`src/rtl/rf_pulse_decoder.sv`:
```
// rtl/rf_pulse_decoder.sv - RF gate pulse width/gap measurement, classification and pi/2-pi-pi/2 sequence check
// Sequence checker is compiled in only when RF_PULSE_DECODER_SEQ_CHECK_EN is defined.
module rf_pulse_decoder #(
    parameter int CW          = 20,
    parameter int PI_2_W      = 333,
    parameter int PI_W        = 666,
    parameter int TOL         = 8,
    parameter int GAP_TOL     = 16,
    parameter int GAP_TIMEOUT = 200000
) (
    input  logic          clk_i,
    input  logic          rst_ni,
    input  logic          rf_in_i,
    input  logic          clear_i,
    output logic          pulse_valid_o,
    output logic [1:0]    pulse_kind_o,
    output logic [CW-1:0] pulse_width_o,
    output logic [CW-1:0] gap_width_o,
    output logic          seq_done_o,
    output logic          seq_err_o
);

    localparam logic [CW-1:0] CNT_MAX = '1;
    localparam logic [CW:0]   PI_2_X  = (CW+1)'(PI_2_W);
    localparam logic [CW:0]   PI_X    = (CW+1)'(PI_W);
    localparam logic [CW:0]   TOL_X   = (CW+1)'(TOL);

    logic          rf_m_q, rf_s_q, rf_d_q;
    logic          rise, fall;
    logic [CW-1:0] hi_cnt_q, hi_cnt_d;
    logic [CW-1:0] lo_cnt_q, lo_cnt_d;
    logic          armed_q, armed_d;
    logic [CW-1:0] gap_lat_q, gap_lat_d;
    logic          meas_vld_q, meas_vld_d;
    logic [CW-1:0] meas_w_q, meas_w_d;
    logic [CW-1:0] meas_g_q, meas_g_d;
    logic [1:0]    kind;
    logic          pulse_valid_q, pulse_valid_d;
    logic [1:0]    pulse_kind_q, pulse_kind_d;
    logic [CW-1:0] pulse_width_q, pulse_width_d;
    logic [CW-1:0] gap_width_q, gap_width_d;

    function automatic logic [1:0] classify(input logic [CW-1:0] w);
        logic [CW:0] wx, d2, d1;
        logic [1:0]  k;
        wx = {1'b0, w};
        d2 = (wx >= PI_2_X) ? wx - PI_2_X : PI_2_X - wx;
        d1 = (wx >= PI_X) ? wx - PI_X : PI_X - wx;
        if (w == CNT_MAX)    k = 2'd3;
        else if (d2 <= TOL_X) k = 2'd1;
        else if (d1 <= TOL_X) k = 2'd2;
        else                  k = 2'd0;
        return k;
    endfunction

    // Synchronizer resets high so a gate already high at reset release never looks like a rise.
    always_ff @(posedge clk_i or negedge rst_ni) begin
        if (!rst_ni) begin
            rf_m_q <= 1'b1;
            rf_s_q <= 1'b1;
            rf_d_q <= 1'b1;
        end else begin
            rf_m_q <= rf_in_i;
            rf_s_q <= rf_m_q;
            rf_d_q <= rf_s_q;
        end
    end

    assign rise = rf_s_q & ~rf_d_q;
    assign fall = ~rf_s_q & rf_d_q;
    assign kind = classify(meas_w_q);

    always_comb begin
        hi_cnt_d   = hi_cnt_q;
        lo_cnt_d   = lo_cnt_q;
        armed_d    = armed_q | rise;
        gap_lat_d  = gap_lat_q;
        meas_vld_d = fall & armed_q;
        meas_w_d   = meas_w_q;
        meas_g_d   = meas_g_q;
        if (rise) begin
            hi_cnt_d  = CW'(1);
            gap_lat_d = armed_q ? lo_cnt_q : '0;
        end else if (rf_s_q && hi_cnt_q != CNT_MAX) begin
            hi_cnt_d = hi_cnt_q + CW'(1);
        end
        if (fall) begin
            lo_cnt_d = CW'(1);
            meas_w_d = hi_cnt_q;
            meas_g_d = gap_lat_q;
        end else if (!rf_s_q && lo_cnt_q != CNT_MAX) begin
            lo_cnt_d = lo_cnt_q + CW'(1);
        end
        if (clear_i) begin
            hi_cnt_d   = '0;
            lo_cnt_d   = '0;
            armed_d    = 1'b0;
            gap_lat_d  = '0;
            meas_vld_d = 1'b0;
        end
    end

    // Reported fields hold their last values across a clear; only the strobe is suppressed.
    always_comb begin
        pulse_valid_d = meas_vld_q & ~clear_i;
        pulse_kind_d  = pulse_kind_q;
        pulse_width_d = pulse_width_q;
        gap_width_d   = gap_width_q;
        if (meas_vld_q && !clear_i) begin
            pulse_kind_d  = kind;
            pulse_width_d = meas_w_q;
            gap_width_d   = meas_g_q;
        end
    end

    always_ff @(posedge clk_i or negedge rst_ni) begin
        if (!rst_ni) begin
            hi_cnt_q      <= '0;
            lo_cnt_q      <= '0;
            armed_q       <= 1'b0;
            gap_lat_q     <= '0;
            meas_vld_q    <= 1'b0;
            meas_w_q      <= '0;
            meas_g_q      <= '0;
            pulse_valid_q <= 1'b0;
            pulse_kind_q  <= 2'd0;
            pulse_width_q <= '0;
            gap_width_q   <= '0;
        end else begin
            hi_cnt_q      <= hi_cnt_d;
            lo_cnt_q      <= lo_cnt_d;
            armed_q       <= armed_d;
            gap_lat_q     <= gap_lat_d;
            meas_vld_q    <= meas_vld_d;
            meas_w_q      <= meas_w_d;
            meas_g_q      <= meas_g_d;
            pulse_valid_q <= pulse_valid_d;
            pulse_kind_q  <= pulse_kind_d;
            pulse_width_q <= pulse_width_d;
            gap_width_q   <= gap_width_d;
        end
    end

    assign pulse_valid_o = pulse_valid_q;
    assign pulse_kind_o  = pulse_kind_q;
    assign pulse_width_o = pulse_width_q;
    assign gap_width_o   = gap_width_q;

`ifdef RF_PULSE_DECODER_SEQ_CHECK_EN
    typedef enum logic [1:0] {S_IDLE, S_GOT_A, S_GOT_B} seq_state_e;

    localparam logic [CW-1:0] TIMEOUT_C = CW'(GAP_TIMEOUT);
    localparam logic [CW:0]   GAP_TOL_X = (CW+1)'(GAP_TOL);

    seq_state_e    state_q, state_d;
    logic [CW-1:0] g1_q, g1_d;
    logic          done_q, done_d;
    logic          err_q, err_d;
    logic [CW:0]   gap_diff;

    assign gap_diff = ({1'b0, meas_g_q} >= {1'b0, g1_q}) ? {1'b0, meas_g_q} - {1'b0, g1_q}
                                                        : {1'b0, g1_q} - {1'b0, meas_g_q};

    always_comb begin
        state_d = state_q;
        g1_d    = g1_q;
        done_d  = 1'b0;
        err_d   = 1'b0;
        if (meas_vld_q) begin
            case (state_q)
                S_IDLE: begin
                    if (kind == 2'd1) state_d = S_GOT_A;
                end
                S_GOT_A: begin
                    if (kind == 2'd2) begin
                        state_d = S_GOT_B;
                        g1_d    = meas_g_q;
                    end else if (kind == 2'd1) begin
                        err_d = 1'b1;
                    end else begin
                        err_d   = 1'b1;
                        state_d = S_IDLE;
                    end
                end
                S_GOT_B: begin
                    if (kind == 2'd1 && gap_diff <= GAP_TOL_X) begin
                        done_d  = 1'b1;
                        state_d = S_IDLE;
                    end else if (kind == 2'd1) begin
                        err_d   = 1'b1;
                        state_d = S_GOT_A;
                    end else begin
                        err_d   = 1'b1;
                        state_d = S_IDLE;
                    end
                end
                default: state_d = S_IDLE;
            endcase
        end else if (state_q != S_IDLE && lo_cnt_q == TIMEOUT_C) begin
            err_d   = 1'b1;
            state_d = S_IDLE;
        end
        if (clear_i) begin
            state_d = S_IDLE;
            g1_d    = '0;
            done_d  = 1'b0;
            err_d   = 1'b0;
        end
    end

    always_ff @(posedge clk_i or negedge rst_ni) begin
        if (!rst_ni) begin
            state_q <= S_IDLE;
            g1_q    <= '0;
            done_q  <= 1'b0;
            err_q   <= 1'b0;
        end else begin
            state_q <= state_d;
            g1_q    <= g1_d;
            done_q  <= done_d;
            err_q   <= err_d;
        end
    end

    assign seq_done_o = done_q;
    assign seq_err_o  = err_q;
`else
    // Gap limits only matter to the sequence checker; they stay in the parameter list for a uniform instantiation.
    assign seq_done_o = 1'b0;
    assign seq_err_o  = (GAP_TIMEOUT < 0) && (GAP_TOL < 0);
`endif

endmodule

```
`config.mk`:
```
export PLATFORM = sky130hd
export DESIGN_NAME = rf_pulse_decoder
export DESIGN_NICKNAME = d
export VERILOG_FILES = /design/src/rtl/rf_pulse_decoder.sv
export SDC_FILE = /design/constraint.sdc
export NUM_CORES = 1
export LEC_CHECK = 0
export BUFFER_PORTS_ARGS = -buffer_cell sky130_fd_sc_hd__buf_2
export CORE_MARGIN = 2
export CORE_UTILIZATION = 30
export CTS_CLUSTER_DIAMETER = 30
export DETAILED_ROUTE_END_ITERATION = 10
export GPL_ROUTABILITY_DRIVEN = 0
export PLACE_DENSITY = 0.53
export SLEW_MARGIN = 20
export SYNTH_ARGS = -nofsm -noshare
export SYNTH_HDL_FRONTEND = slang
export SYNTH_SLANG_ARGS = --single-unit
```
`constraint.sdc`:
```
create_clock -name clk_i -period 8.1 [get_ports clk_i]
set_input_delay 0.405 -clock clk_i [delete_from_list [all_inputs] [get_ports clk_i]]
set_output_delay 0.405 -clock clk_i [all_outputs]
set_load 0.03 [all_outputs]
```
; Yosys cells after proc, flatten, opt, wreduce, memory -nomap -nowiden
; Cells that the tools add are included.
[word_totals]
latch_bits = 0
mem_bits_ro = 0
memories = 0
mem_bits_rw = 0
regBits = 148
inputBits = 4
word_cells = 59
out_inout_bits = 45
[classes]
div_mod_pow = 0
n_mul = 0
n_addsub = 6
n_shift = 0
bitwise = 8
mux = 16
n_reduce_logical = 8
eq_ne = 3
order_cmp = 4
[op_table]
columns = operator, count
row1 = 20-bit two-way mux, 9
row2 = "21-bit by 4-bit <= comparator with 1-bit output, second input constant", 2
row3 = 21-bit two-way mux, 2
row4 = "20-bit by 1-bit adder with 20-bit output, second input constant", 2
row5 = "20-bit != test, second input constant", 2
row6 = "10-bit by 20-bit subtractor with 21-bit output, first input constant", 1
row7 = "20-bit by 10-bit subtractor with 21-bit output, second input constant", 1
row8 = "20-bit by 9-bit subtractor with 21-bit output, second input constant", 1
row9 = "9-bit by 20-bit subtractor with 21-bit output, first input constant", 1
row10 = "20-bit == test, second input constant", 1
row11 = "20-bit by 10-bit >= comparator with 1-bit output, second input constant", 1
row12 = "20-bit by 9-bit >= comparator with 1-bit output, second input constant", 1
row13 = 2-bit two-way mux, 3
row14 = 3-bit nonzero test, 2
row15 = 1-bit bitwise AND, 4
row16 = 1-bit logical AND, 3
row17 = 1-bit inverter, 3
row18 = 1-bit logical NOT, 2
row19 = 1-bit two-way mux, 2
row20 = 2-bit nonzero test, 1
row21 = 1-bit OR, 1

; Logic depth before layout (Yosys ltp)
[depth]
word_depth = 6
depth_mapped = 11
mapped_depth_nobuf = 9

; Worst setup path after synthesis
; Ideal clock, no wire load.
[synth_timing]
path_kind = register -> register
from = register meas_w_q[14]
to = register pulse_kind_q[1], in the netlist pulse_kind_o[1]
path_stages_with_launch = 10
path_buffers = 2
slack_ns = 5.020
arrival_time_ns = 2.984
setup_ns = 0.096
cell_sequence = dfrtp_1 -> buf_6 -> or4_4 -> nand2b_4 -> or4_4 -> buf_6 -> o221a_1 -> nor4_1 -> or4b_1 -> o32ai_2
[synth_between]
elab_chain_cells = 6
[synth_lines]
columns = item, line
row1 = "start, declared", 35  ; logic [CW-1:0] meas_w_q, meas_w_d;
row2 = "start signal, assigned", 135  ; meas_w_q <= meas_w_d;
row3 = "10-bit by 20-bit subtractor with 21-bit output, or another cell as far along", 48  ; d1 = (wx >= PI_X) ? wx - PI_X : PI_X - wx;
row4 = 21-bit two-way mux, 48
row5 = 21-bit by 4-bit <= comparator with 1-bit output, 51  ; else if (d1 <= TOL_X) k = 2'd2;
row6 = 2-bit two-way mux, 51
row7 = 2-bit two-way mux, 50  ; else if (d2 <= TOL_X) k = 2'd1;
row8 = 2-bit two-way mux *, 49  ; if (w == CNT_MAX) k = 2'd3;
row9 = "end signal, assigned", 138  ; pulse_kind_q <= pulse_kind_d;
row10 = "end, declared", 39  ; logic [1:0] pulse_kind_q, pulse_kind_d;
; Mark *: on every way between the ends. The rest lies on a longest branch, timed or not.
; A chain may end at the register's enable or synchronous reset.

; Final worst setup path
[layout_timing]
from = register meas_w_q[1]
to = register pulse_kind_q[1], in the netlist pulse_kind_o[1]
; Same word-level chain as after synthesis.

==> run_results.csv <==
group,metric,value,unit
worst_setup_path,start_kind,"flip-flop",
timing,timing.fmax,298,MHz
status,status,"complete, no violations",
floorplan,die_h,160,um
synthesis,synth_top_area_cell,"dfrtp_1",
timing,finalCritPeriodShare,0.414,
routing,wl_per_cell,15.2,um
global_route,grt-ovfl-total,0,
placed_design,placement.cell_area,7800,um2
timing,setup_viol,0,
clock_tree,clk_latency,420,ps
routing,wirelength,16.7,mm
clock_tree,clock_path_buffers,2,
synthesis,synth.cell_area,7310,um2
global_route,grt_pass1_wl,28.0,mm
worst_setup_path,r2r_end,"pulse_kind_o[1]$_DFFE_PN0P_",
clock_tree,ctsHoldBuffers,0,
timing,rsz0062_at_grt,"no",
clock_tree,htree_levels,4,
global_route,grt_max_degree,86,
cells_and_area,drive_gt1_frac,0.181,
worst_setup_path,critical_path.endpoint,"pulse_kind_o[1]$_DFFE_PN0P_",
clock_tree,cts_tree,"yes",
synthesis,ys.flop_type,"dfrtp_1",
worst_setup_path,ff2ff_path_depth,9,
timing,hold_violations,0,
routing,first_pass_iters,5,
synthesis,synth_warnings,0,
global_route,grtUsageMet2,0.197,
synthesis,synthCells,741,
routing,drtIter0Drc,400,
worst_setup_path,crit_type,"reg -> reg",
worst_setup_path,r2r-start,"meas_w_q[1]$_DFFE_PN0P_",
routing,ant_nets,0,
clock_tree,clkTransAtPathRegs,60,ps
pwr,p_leak,3.91,nW
placed_design,numPortBuffers,46,
worst_setup_path,cp_max_fo,11,
floorplan,die_w,160,um
cells_and_area,fill_cells,2475,
synthesis,synth_area_leaders,"dfrtp_1 (50%), nand2_1 (6.9%), mux2_2 (6.3%)",
synthesis,ys_async_sr_fraction,1.00,
floorplan,rows,57,
clock_tree,ctsResizeCount,0,
floorplan,initial_core_util,0.303,
synthesis,synth_top_area_frac,0.496,
timing,max_slew_margin,0.411,
global_route,grt_use_total,0.134,
worst_setup_path,cp.required,8430,ps
cells_and_area,final_area,8410,um2
cells_and_area,diodes,0,
pwr,max-vdd-ir-drop,0.159,mV
clock_tree,ctsRootBufferMaster,"clkbuf_16",
synthesis,synth_area_per_cell,9.86,um2
synthesis,synth_most_common_cell,"dfrtp_1",
floorplan,boundaryPins,49,
worst_setup_path,slowest_delay,550,ps
clock_tree,cts_buffers,17,
timing,worst_pin_slew,877,ps
job,drv_cap,0,
clock_tree,clock-sinks,148,
placed_design,hpwlAfterDp,11.1,mm
global_route,grt.busiest_layer,"met2",
synthesis,synth_commonest_cells,"dfrtp_1 (145), nand2_1 (134), nor2_1 (67)",
worst_setup_path,cp.arrival,3690,ps
timing,skew,11.5,ps
synthesis,yosysSeqAreaShare,0.507,
worst_setup_path,cp_cell_sequence,"inv_1 -> ha_1 -> nand3b_1 -> a31oi_1 -> nor4_2 -> a2111oi_0 -> o32ai_1 -> or4b_1 -> o32ai_2",
global_route,grt_pass1_vias,5266,
global_route,met3_usage,0.0288,
pwr,powerDensity,195,nW/um2
routing,route.vias.total,5489,
floorplan,die_area,25600,um2
routing,viasPerCell,4.98,
timing,final_max_slew_viol_count,0,
timing,finalSetupTns,0,ps
timing,timing.final.crit_period,3350,ps
routing,drcViolationCount,0,
cells_and_area,final_nets,777,
global_route,antenna_found_initial,0,
synthesis,synth_cell_types,71,
clock_tree,post-cts-setup-buffer-count,0,
cells_and_area,area_delta_synth_final,15.1,%
floorplan,placeableCoreArea,24100,um2
worst_setup_path,end_kind,"flip-flop",
worst_setup_path,rrSetupSlack,4750,ps
global_route,met1_usage,0.194,
synthesis,synth_edf_count,0,
worst_hold_path,hp-class,"in -> async",
synthesis,ys_seq_elements,148,
worst_setup_path,slowest_stage,"or4b_1",
worst_setup_path,crit_start,"meas_w_q[1]$_DFFE_PN0P_",
-- cell type report --
cell class	count	area [um2]	area share
clock buffers	18	429	0.0510
clock inverters	13	174	0.0207
inverters	15	56.3	0.00669
multi-input cells	533	3370	0.400
flip-flops and latches	148	3710	0.441
well taps	324	405	0.0482
repair buffers	51	274	0.0326
-- worst min path at each step --
stage,start,to,depth (start not counted)
after floorplan,rst_ni,armed_q$_DFF_PN0_,0
final,rst_ni,meas_g_q[4]$_DFFE_PN0P_,1
after global routing,rf_in_i,rf_m_q$_DFF_PN1_,1
after CTS,rf_in_i,rf_m_q$_DFF_PN1_,1
after detailed placement,rf_m_q$_DFF_PN1_,rf_s_q$_DFF_PN1_,0
after global placement,rf_m_q$_DFF_PN1_,rf_s_q$_DFF_PN1_,0
-- power breakdown --
part           internal [mW]  switching (mW)  total [mW]
Clock                  0.490           0.324       0.814
Combinational         0.0192          0.0491      0.0683
Sequential             0.748          0.0115       0.759
-- stage by stage --
stage	power [mW]	util	hold WS, ps	setup slack, ps	instances
floorplan	0.810	-	109	5020	742
global placement	0.843	0.324	348	4670	1071
detailed placement	0.844	0.324	349	4580	1071
CTS	1.66	0.349	72.6	4560	1102
global route	1.70	0.349	73.1	4400	1102
finish	1.64	0.349	51.1	4750	1102
-- cell usage in the layout, fill, tap and decap left out, types with 18 or more instances in the layout --
| master | count |
|---|---|
| dfrtp_1 | 145 |
| nor2_1 | 67 |
| nand2_1 | 134 |
| nor3_1 | 19 |
| buf_2 | 45 |
| a22o_1 | 21 |
| a21oi_1 | 20 |
| xnor2_1 | 21 |
| nand3_1 | 18 |
| o21ai_0 | 31 |
| mux2_2 | 41 |
-- critical path: cells and delay by family, from the launching register on --
kind	cells	cell delay, ps
flops	1	540
simple gates	3	940
fa+ha+maj	1	290
buf+inv	1	170
compound gates	4	1320
-- logic make-up after synthesis --
| kind of cell | count (synthesis) | share of synthesized area |
|---|---|---|
| AO/OA/AOI/OAI | 116 | 0.111 |
| adder cells (fa/ha/maj) | 7 | 0.0120 |
| multiplexers | 51 | 0.0770 |
| AND/OR/NAND/NOR | 319 | 0.212 |
| other | 1 | 0.000513 |
| buffers and inverters | 61 | 0.0346 |
| flip-flops | 148 | 0.507 |
| XOR/XNOR | 38 | 0.0455 |
-- registers in the layout, summed over array words and instances (netlist names) --
| register | flops |
|---|---|
| meas_w_q | 20 |
| meas_g_q | 20 |
| meas_vld_q | 1 |
| gap_lat_q | 20 |
| rf_d_q | 1 |
| pulse_width_o | 20 |
| pulse_kind_o | 2 |
| gap_width_o | 20 |
| rf_m_q | 1 |
| lo_cnt_q | 20 |
| hi_cnt_q | 20 |
| pulse_valid_o | 1 |
| armed_q | 1 |
| rf_s_q | 1 |
-- per-layer routing --
| layer | share of wire | wire, um | vias up |
|---|---|---|---|
| met2 | 0.43 | 7260 | 141 |
| li1 | - | - | 2659 |
| met1 | 0.50 | 8430 | 2666 |
| met4 | 0.017 | 286 | 0 |
| met3 | 0.044 | 729 | 23 |
| met5 | 0 | 0 | - |
(Power assumes the default switching activity.)
